`src/rtl/maj_voter_nch.sv`:
```
// Registered bitwise N-channel majority voter with per-channel disagreement
// counters, sticky fault flags and optional exclusion of faulted channels.
module maj_voter_nch #(
  parameter int N_IN        = 3,
  parameter int WIDTH       = 8,
  parameter int CNT_W       = 4,
  parameter int FAULT_THR   = 3,
  parameter bit MASK_FAULTY = 1'b1
) (
  input  logic                    clk,
  input  logic                    rst_n,
  input  logic                    in_valid,
  input  logic [N_IN*WIDTH-1:0]   in_data,
  input  logic                    clr_fault,
  output logic                    out_valid,
  output logic [WIDTH-1:0]        out_data,
  output logic                    out_unan,
  output logic                    no_quorum,
  output logic [N_IN-1:0]         fault_flag,
  output logic [N_IN*CNT_W-1:0]   dis_cnt
);

  localparam logic [CNT_W-1:0] CNT_MAX = '1;

  logic [N_IN-1:0]         act;
  logic [N_IN-1:0]         dis;
  logic [WIDTH-1:0]        vote;
  logic                    unan;
  int                      na;
  int                      ones;
  logic [CNT_W-1:0]        c_cur;
  logic [CNT_W-1:0]        c_upd;
  logic [N_IN*CNT_W-1:0]   cnt_nxt;
  logic [N_IN-1:0]         flag_nxt;

  always_comb begin
    // NOTE: every variable gets a default before any conditional write, so no latch is inferred.
    act      = MASK_FAULTY ? ~fault_flag : '1;
    na       = 0;
    ones     = 0;
    vote     = '0;
    unan     = 1'b0;
    dis      = '0;
    c_cur    = '0;
    c_upd    = '0;
    cnt_nxt  = dis_cnt;
    flag_nxt = fault_flag;

    for (int i = 0; i < N_IN; i++) begin
      if (act[i]) na = na + 1;
    end

    // Strict majority of the active channels; a tie (or no channel at all) votes 0.
    for (int b = 0; b < WIDTH; b++) begin
      ones = 0;
      for (int i = 0; i < N_IN; i++) begin
        if (act[i] && in_data[i*WIDTH+b]) ones = ones + 1;
      end
      vote[b] = (2 * ones > na);
    end

    unan = (na != 0);
    for (int i = 0; i < N_IN; i++) begin
      if (act[i] && (in_data[i*WIDTH +: WIDTH] != vote)) begin
        dis[i] = 1'b1;
        unan   = 1'b0;
      end
    end

    // Masked channels keep their count; their flag is already set.
    for (int i = 0; i < N_IN; i++) begin
      c_cur = dis_cnt[i*CNT_W +: CNT_W];
      if (dis[i])
        c_upd = (c_cur == CNT_MAX) ? c_cur : c_cur + CNT_W'(1);
      else if (act[i])
        c_upd = '0;
      else
        c_upd = c_cur;
      cnt_nxt[i*CNT_W +: CNT_W] = c_upd;
      if (int'(c_upd) >= FAULT_THR) flag_nxt[i] = 1'b1;
    end
  end

  always_ff @(posedge clk or negedge rst_n) begin
    if (!rst_n) begin
      out_valid  <= 1'b0;
      out_data   <= '0;
      out_unan   <= 1'b0;
      no_quorum  <= 1'b0;
      fault_flag <= '0;
      dis_cnt    <= '0;
    end else begin
      // NOTE: non-blocking assignments so every register samples pre-edge values.
      out_valid <= in_valid;
      if (in_valid) begin
        out_data  <= vote;
        out_unan  <= unan;
        no_quorum <= (na == 0);
      end
      // A clear wins over the counter update of a simultaneous sample.
      if (clr_fault) begin
        dis_cnt    <= '0;
        fault_flag <= '0;
      end else if (in_valid) begin
        dis_cnt    <= cnt_nxt;
        fault_flag <= flag_nxt;
      end
    end
  end

endmodule

```
`config.mk`:
```
export PLATFORM = sky130hd
export DESIGN_NAME = maj_voter_nch
export DESIGN_NICKNAME = d
export VERILOG_FILES = /design/src/rtl/maj_voter_nch.sv
export SDC_FILE = /design/constraint.sdc
export NUM_CORES = 1
export LEC_CHECK = 0
export CORE_AREA = 2 2 94 96
export CTS_CLUSTER_SIZE = 16
export DETAILED_ROUTE_END_ITERATION = 16
export DIE_AREA = 0 0 96 98
export PLACE_DENSITY = 0.74
export SYNTH_ARGS = -nofsm -noshare
export SYNTH_HDL_FRONTEND = slang
export SYNTH_SLANG_ARGS = --single-unit
```
`constraint.sdc`:
```
create_clock -name clk -period 9 [get_ports clk]
set_clock_uncertainty 0.05 [all_clocks]
set_input_delay 1.8 -clock clk [delete_from_list [all_inputs] [get_ports clk]]
set_output_delay 1.8 -clock clk [all_outputs]
set_load 0.005 [all_outputs]
```
Yosys cells after proc, flatten, opt, wreduce, memory -nomap -nowiden
Cells that the tools add are included.
{ "op_classes": {"bitwise_logic": 1, "n_eq_ne": 6, "n_addsub": 21, "muxes": 49, "reduce_logical": 36, "order_cmp": 11} }
{ "ops": {"columns": ["operator", "n"], "rows": [
  ["$mux 31", 16],
  ["$gt 32x32->1", 8],
  ["$add 31x2->31 const B", 8],
  ["$add 32x2->32 const B", 2],
  ["$mux 32", 2],
  ["$mux 4", 9],
  ["$logic_not 32->1", 1],
  ["$reduce_bool 32->1", 1],
  ["$logic_and 1x1->1", 27],
  ["$mux 12", 2],
  ["$ne 8x8->1", 3],
  ["$mux 1", 18],
  ["$add 1x1->2 const B", 8],
  ["$add 4x1->4 const B", 3],
  ["$eq 4x4->1 const B", 3],
  ["$ge 4x2->1 const B", 3],
  ["$reduce_bool 2->1", 4],
  ["$mux 3", 2],
  ["$reduce_and 2->1", 3],
  ["$not 3->3", 1]
]} }
{ "totals": {"inputBits": 28, "ff_bits": 26, "output_inout_bits": 26} }

Depth between registers and ports, before layout
Gate-level depths: netlist of run 1.
{ "depth": {"word_depth": 16, "mapped_depth": 16, "ltp_nobuf": 15} }

Worst setup path after synthesis of run 1
Ideal clock, no wire load.
{ "synth_path": {"kind": "input to register", "startpoint": "input in_data[7]", "endpoint": "register out_unan", "arrival_ns": 4.660, "n_path_buf": 0, "path_stages": 13, "path_slack_ns": 4.224, "setup_time_ns": 0.065, "required_time_ns": 8.885, "path_cell_list": "nor2b_1 ha_1 a21oi_1 a31oi_1 ha_1 nor2b_1 a311oi_2 and2_2 nor3_1 or4_4 nor4_4 o221a_1 a22o_1"} }
{ "synth_via": {"elab_chain_len": 12} }
{ "synth_rtl": {"columns": ["element", "line_no", "source"], "rows": [
  ["start: declaration", "13", "input logic [N_IN*WIDTH-1:0] in_data,"],
  ["$logic_and 1x1->1", "57", "if (act[i] && in_data[i*WIDTH+b]) ones = ones + 1;"],
  ["$mux 1", "57", null],
  ["$add 1x1->2", "57", null],
  ["$mux 31", "57", null],
  ["$add 31x2->31", "57", null],
  ["$mux 31", "57", null],
  ["$gt 32x32->1", "59", "vote[b] = (2 * ones > na);"],
  ["$ne 8x8->1", "64", "if (act[i] && (in_data[i*WIDTH +: WIDTH] != vote)) begin"],
  ["$logic_and 1x1->1", "64", null],
  ["$mux 1 (2 in a row)", "64", null],
  ["$mux 1 (*)", "64", null],
  ["end signal: assignment", "97", "out_unan <= unan;"],
  ["end: declaration", "17", "output logic out_unan,"]
]} }
Every way passes the cells marked *; elsewhere a longest branch is shown, timed or not.
A chain may end at the register's enable or synchronous reset.

Worst setup path in the final report of run 1
{ "layout_path": {"startpoint": "register fault_flag[0]", "endpoint": "register dis_cnt[5]"} }
{ "layout_via": {"elab_chain_len": 14} }
{ "layout_rtl": {"columns": ["element", "line_no", "source"], "rows": [
  ["start: declaration", "19", "output logic [N_IN-1:0] fault_flag,"],
  ["start signal: assignment", "106", "fault_flag <= flag_nxt;"],
  ["$not 3->3 (*)", "38", "act = MASK_FAULTY ? ~fault_flag : '1;"],
  ["branches (longest 7 deep; another with $add 32x2->32)", null, null],
  ["$ne 8x8->1 (*)", "64", null],
  ["$logic_and 1x1->1 (*)", "64", null],
  ["$mux 1 (*)", "64", null],
  ["$mux 4 (*)", "73", "if (dis[i])"],
  ["$mux 12 (*)", "104", "end else if (in_valid) begin"],
  ["$mux 12 (*)", "101", "if (clr_fault) begin"],
  ["end signal: assignment", "105", "dis_cnt <= cnt_nxt;"],
  ["end: declaration", "20", "output logic [N_IN*CNT_W-1:0] dis_cnt"]
]} }
Every way passes the cells marked *. The select of a mux whose other input is x is not followed.

==> results of run 1 <==
==> logic make-up (layout without fill, tap and decap cells) <==
group,count (synthesis),in the layout,synth area share
compound gates,125,125,0.246
buf+inv,48,86,0.0784
mux,9,9,0.0274
flops,26,26,0.178
simple gates,185,185,0.298
fa+ha+maj,30,30,0.102
xor+xnor,22,22,0.0709
==> metal layers <==
metal  GRT usage  vias up  wire length [um]  part of all wire
met2       0.359      173              5050              0.48
met3      0.0324       18               850             0.081
li1            -     1738                 -                 -
met5           0        -                 0                 0
met1       0.311     1776              4450              0.42
met4      0.0484        0               176             0.017
==> registers in the layout, indices dropped and copies added (netlist names) <==
signal and cells:
out_unan 1, out_data 8, out_valid 1, dis_cnt 12, no_quorum 1, fault_flag 3
==> per-stage QoR <==
step	power, uW	cell area [um2]	hold WS, ns	util
after global placement	512	4150	0.424	0.491
after floorplan	420	3650	0.425	-
final	602	4210	0.440	0.497
after detailed placement	521	4150	0.426	0.491
after global routing	645	4210	0.460	0.497
after CTS	598	4210	0.446	0.497
==> Yosys cell counts (10+ instances only) <==
cell type / number / area, um2
sky130_fd_sc_hd__ha_1: 29 / 363
sky130_fd_sc_hd__nor2b_1: 19 / 119
sky130_fd_sc_hd__inv_1: 26 / 97.6
sky130_fd_sc_hd__nand2_1: 40 / 150
sky130_fd_sc_hd__a21oi_1: 25 / 125
sky130_fd_sc_hd__xor2_1: 10 / 87.6
sky130_fd_sc_hd__nor2_1: 22 / 82.6
sky130_fd_sc_hd__nor3_1: 17 / 85.1
sky130_fd_sc_hd__nand4_1: 12 / 75.1
sky130_fd_sc_hd__o21ai_0: 19 / 95.1
sky130_fd_sc_hd__nand3_1: 18 / 90.1
sky130_fd_sc_hd__dfrtp_1: 26 / 651
==> layout make-up <==
class,instances,area [um2],share of cell area
flip-flops and latches,26,651,0.155
repair buffers,56,553,0.131
clock buffers,4,55.1,0.0131
multi-input cells,371,2720,0.646
inverters,26,97.6,0.0232
well taps,108,135,0.0321
==> critical path: stages (launching register included) <==
cell	delay, ns
sky130_fd_sc_hd__dfrtp_1	0.78
sky130_fd_sc_hd__inv_1	0.26
sky130_fd_sc_hd__ha_1	0.67
sky130_fd_sc_hd__and2b_1	0.49
sky130_fd_sc_hd__nand2_1	0.40
sky130_fd_sc_hd__ha_1	0.48
sky130_fd_sc_hd__nor2b_1	0.20
sky130_fd_sc_hd__a311oi_2	0.41
sky130_fd_sc_hd__and2_2	0.25
sky130_fd_sc_hd__nor3_1	0.06
sky130_fd_sc_hd__or4_4	0.55
sky130_fd_sc_hd__nor4_4	0.49
sky130_fd_sc_hd__o21ai_0	0.16
sky130_fd_sc_hd__nor2b_1	0.15
==> worst paths after layout <==
| path | startpoint | to | slack, ns |
|---|---|---|---|
| worst min register to register | out_data[7] | out_data[7] | 0.44 |
| worst min-delay path | out_data[7] | out_data[7] | 0.44 |
| worst max-delay path | fault_flag[0] | dis_cnt[5] | 3.45 |
| worst max register to register | fault_flag[0] | dis_cnt[5] | 3.45 |
| max in group asynchronous | rst_n | out_unan | 6.81 |
| min in group asynchronous | rst_n | dis_cnt[0] | 1.84 |
==> power by group <==
| part | leakage (uW) | switching [uW] | total [uW] | internal, uW |
|---|---|---|---|---|
| combinational | 0.00142 | 207 | 375 | 167 |
| sequential | 0.000341 | 18.7 | 150 | 131 |
| clock | 0.0000288 | 37.7 | 76.8 | 39.1 |
| total | 0.00179 | 264 | 602 | 338 |
==> results.json, run 1 <==
{
  "wire_length_of_the_first_global_routing_pass_um": 16800,
  "min_period_ns": 5.55,
  "insertedDiodeCount": 0,
  "drc_errors": 0,
  "final_cell_count_no_fill": 591,
  "cts.repair_timing.setup_buffer_count": 0,
  "post_drt_via_cell_ratio": 6.27,
  "wirelength_um": 10500,
  "clock_tree.root_cell": "sky130_fd_sc_hd__clkbuf_8",
  "rsz_0062_raised_after_global_routing": "false",
  "powerDensity_nw_per_um2": 143,
  "drive_above_1_share": 0.0807,
  "cells_on_worst_reg2reg_path": 13,
  "synthDistinctLibCells": 88,
  "worst_ep_arrival_time_ns": 5.64,
  "tritoncts_clock_tree": "built",
  "worstSetupStartpointType": "flop",
  "grt_usage": 0.222,
  "pre_cts_slack_ns": 3.22,
  "end_kind": "flop",
  "postSynth.asyncResetShare": 1.00,
  "core.rowCount": 34,
  "syn-instance-count": 445,
  "synth_top_flop_cell": "sky130_fd_sc_hd__dfrtp_1",
  "routed-via-count": 3705,
  "syn-cell-area_um2": 3650,
  "cts-buffers-inserted": 3,
  "clk_pin_slew_worst_paths_ns": 0.09,
  "first_pass_iters": 5,
  "area_growth_syn_to_layout_pct": 15.2,
  "clk_latency_ns": 0.27,
  "report.final.setup_viol": 0,
  "cts-root-to-sink-buffers": 2,
  "die_h_um": 98,
  "post_layout_worst_setup_margin_ns": 3.45,
  "antenna_violations_before_repair": 0,
  "die_area_um2": 9410,
  "setup-tns-final_ns": 0,
  "worstHoldPathCells": 1,
  "yosysSeqAreaShare": 0.178,
  "report.final.slew_viol_count": 0,
  "detailed_place_hpwl_um": 7880,
  "fmax_mhz": 180,
  "grt_pass1_vias": 3468,
  "cts.sinks": 26,
  "layout.nets": 541,
  "postCtsResizedCells": 0,
  "cts_hold_buf": 0,
  "status": "finished clean",
  "final.fill_count": 810,
  "place.gp.congestion": 0.912,
  "ys_ff_latch": 26,
  "max_slew.worst_pin.slew_ns": 0.856,
  "placed_cells_incl_taps": 587,
  "final_common_cell": "sky130_fd_sc_hd__clkdlybuf4s50_1",
  "postRouteAntennaNets": 0,
  "dieWidth_um": 96,
  "floorplan.core_area_um2": 8470,
  "period_share": 0.616,
  "synth_area_per_cell_um2": 8.21,
  "cts_max_level": 1,
  "synth_enable_flop_cells": 0,
  "peak_supply_drop_v": 0.000111,
  "grt_start_max_net_pins": 27,
  "worst-setup-path-type": "reg -> reg",
  "standby_leakage_power_uw": 0.00179,
  "worst_hold_path_type": "reg -> reg",
  "io_buffer_count": 53,
  "synthesis.nets": 502,
  "drt_iter0_drc": 204,
  "finalHoldViolations": 0,
  "ports": 54,
  "globalRoute.totalOverflow": 0,
  "start_util": 0.432,
  "crit_fanout": 13,
  "timing.max_cap.violations": 0,
  "cp.required_ns": 9.09,
  "layout_common_cells": "sky130_fd_sc_hd__clkdlybuf4s50_1, sky130_fd_sc_hd__nand2_1, sky130_fd_sc_hd__ha_1",
  "max_slew_margin": 0.428,
  "wire_per_inst_um": 17.8,
  "ys_warn_count": 0
}
Power figures use the tool's default switching activity.
==> inputs of run 2 (changes only) <==
--- a/config.mk
+++ b/config.mk
@@ -9,7 +9,7 @@
 export CTS_CLUSTER_SIZE = 16
 export DETAILED_ROUTE_END_ITERATION = 16
 export DIE_AREA = 0 0 96 98
-export PLACE_DENSITY = 0.74
+export PLACE_DENSITY = 0.77
 export SYNTH_ARGS = -nofsm -noshare
 export SYNTH_HDL_FRONTEND = slang
 export SYNTH_SLANG_ARGS = --single-unit
==> constraint.sdc (replaced) <==
create_clock -name clk -period 4.85 [get_ports clk]
set_clock_uncertainty 0.05 [all_clocks]
set_input_delay 0.97 -clock clk [delete_from_list [all_inputs] [get_ports clk]]
set_output_delay 0.97 -clock clk [all_outputs]
set_load 0.005 [all_outputs]
==> run 2 against run 1 <==
Combinational power is 92% higher. Via count is 0.65% lower. Final cell count is 1.9% higher. Hold slack worse by 0.0049 ns. Sequential cell count stayed put. Critical path depth is 1 higher. Count of clock-buffer cells in the layout is 1 lower. First-iteration DRC count is 53% higher. Power is 95% higher. Sequential power is 83% higher. Non-clock buffer count is 11 higher. Critical path type is now in -> reg. Critical endpoint unchanged. Highest routed layer unchanged.
==> results.json, run 2 (synthesized netlist as in run 1, its figures left out) <==
{
  "status": "finished clean",
  "antenna_violations_before_repair": 0,
  "postCtsResizedCells": 0,
  "layout.nets": 552,
  "hold_path_endpoint": "out_data[7]",
  "timing.critical_path.max_delay_family": "simple AND/OR/NAND/NOR gates",
  "hold_start": "out_data[7]",
  "use_met3": 0.0285,
  "worst-setup-path-type": "in -> reg",
  "report.final.slew_viol_count": 0,
  "crit_fanout": 7,
  "cts-root-to-sink-buffers": 2,
  "grt_most_used_layer": "met2",
  "cts-buffers-inserted": 3,
  "detailed_place_hpwl_um": 8090,
  "worstPathBufferInverterCount": 2,
  "drt_iter0_drc": 313,
  "setup-tns-final_ns": 0,
  "dieWidth_um": 96,
  "cts.sinks": 26,
  "drc_errors": 0,
  "period_share": 0.941,
  "insertedDiodeCount": 0,
  "wire_length_of_the_first_global_routing_pass_um": 17300,
  "end_kind": "flop",
  "worstReg2RegStart": "fault_flag[1]",
  "reg_top3": "dis_cnt x12, out_data x8, fault_flag x3",
  "area_growth_syn_to_layout_pct": 17.9,
  "max_slew_margin": 0.452,
  "tritoncts_clock_tree": "built",
  "area_taken_by_flip_flops_and_latches_um2": 651,
  "finalHoldViolations": 0,
  "io_buffer_count": 53,
  "routed-via-count": 3681,
  "wire_per_inst_um": 17.7,
  "report.final.setup_viol": 0,
  "cp.required_ns": 4.94,
  "min_period_ns": 4.56,
  "postPlaceCellArea_um2": 4230,
  "ports": 54,
  "crit_chain": "clkdlybuf4s50_1, nor2b_1, ha_1, a21oi_1, a31oi_1, ha_1, or4bb_1, o32ai_2, o31ai_1, or4_1, nor4_4, buf_4, o21ai_0, nor2b_1",
  "drive_above_1_share": 0.101,
  "cells_on_worst_reg2reg_path": 13,
  "worstSetupStartpointType": "primary input",
  "fmax_mhz": 219,
  "standby_leakage_power_uw": 0.00185,
  "powerDensity_nw_per_um2": 273,
  "worstHoldPathCells": 1,
  "clk_latency_ns": 0.27,
  "peak_supply_drop_v": 0.000152,
  "global_route.usage.met2": 0.374,
  "grtUsageMet1": 0.319,
  "grt_pass1_vias": 3502,
  "worst_hold_path_type": "reg -> reg",
  "timing.max_cap.violations": 0,
  "multi_input_area_um2": 2720,
  "grt_start_max_net_pins": 27,
  "design_area_um2": 4310,
  "cts_max_level": 1,
  "layout_common_cells": "sky130_fd_sc_hd__clkdlybuf4s50_1, sky130_fd_sc_hd__nand2_1, sky130_fd_sc_hd__ha_1",
  "rsz_0062_raised_after_global_routing": "false",
  "first_pass_iters": 6,
  "largest-register": "dis_cnt",
  "core.rowCount": 34,
  "post_drt_via_cell_ratio": 6.11,
  "rrSetupSlack_ns": 0.42,
  "die_h_um": 98,
  "final_common_cell": "sky130_fd_sc_hd__clkdlybuf4s50_1",
  "grt_usage": 0.227,
  "critical_path.slowest_cell": "sky130_fd_sc_hd__or4_1",
  "final.fill_count": 804,
  "critical_path.max_stage_delay_ns": 0.59,
  "r2r_end": "dis_cnt[5]",
  "worst_ep_arrival_time_ns": 4.65,
  "place.gp.congestion": 1.06,
  "clk_pin_slew_worst_paths_ns": 0.09,
  "largest_reg_flops": 12,
  "postRouteAntennaNets": 0,
  "critical_path_depth": 14,
  "wirelength_um": 10700,
  "floorplan.core_area_um2": 8470,
  "clock_tree.root_cell": "sky130_fd_sc_hd__clkbuf_8",
  "max_slew.worst_pin.slew_ns": 0.820,
  "start_util": 0.432,
  "globalRoute.totalOverflow": 0,
  "die_area_um2": 9410
}
[run 2: stage by stage]
step | worst slack (ns) | power [uW] | util | hold WS (ns) | cells
6_report | 0.287 | 1180 | 0.509 | 0.435 | 602
5_1_grt | 0.108 | 1260 | 0.509 | 0.464 | 602
4_1_cts | 0.202 | 1170 | 0.508 | 0.443 | 601
3_5_place_dp | -0.0454 | 987 | 0.499 | 0.426 | 597
3_3_place_gp | 0.104 | 965 | 0.499 | 0.423 | 597
2_1_floorplan | 0.669 | 779 | - | 0.425 | 445
[run 2: repair_timing]
action,CTS,global route
hold buffers,0,0
buffers inserted,0,1
setup endpoints to repair,0,3
endpoints found under the hold margin,0,0
[run 2: worst max-delay path by stage]
stage	startpoint	to	slack (ns)
after global placement	in_data[7]	out_unan	0.10
final	in_data[2]	dis_cnt[5]	0.29
after CTS	in_data[7]	dis_cnt[5]	0.20
after global routing	in_data[10]	dis_cnt[4]	0.11
after floorplan	fault_flag[1]	out_unan	0.67
after detailed placement	in_data[7]	dis_cnt[5]	-0.05
[run 2: cell type report]
cell class                 instances  share of cell area
clock buffer                       3             0.00959
clock inverter                     1             0.00697
inverter                          26              0.0227
multi-input combinational        371               0.631
sequential                        26               0.151
tap                              108              0.0314
timing repair buffer              67               0.148
[run 2: power breakdown]
part / switching [uW] / total, uW / internal [uW] / leakage, uW
Sequential: 30.3 / 274 / 244 / 0.000341
Combinational: 398 / 721 / 324 / 0.00148
Clock: 70.0 / 180 / 110 / 0.0000357
Total: 498 / 1180 / 678 / 0.00185
[run 2: routing by layer]
metal	routed length, um	share of wire
met4	154	0.014
met5	0	0
met2	4990	0.47
met1	4780	0.45
met3	728	0.068
==> inputs of run 3 (changes only) <==
--- a/config.mk
+++ b/config.mk
@@ -10,6 +10,7 @@
 export DETAILED_ROUTE_END_ITERATION = 16
 export DIE_AREA = 0 0 96 98
 export PLACE_DENSITY = 0.77
+export SLEW_MARGIN = 20
 export SYNTH_ARGS = -nofsm -noshare
 export SYNTH_HDL_FRONTEND = slang
 export SYNTH_SLANG_ARGS = --single-unit
==> results of run 3 <==
The final DEF is identical to that of run 2; final timing and power are the same.
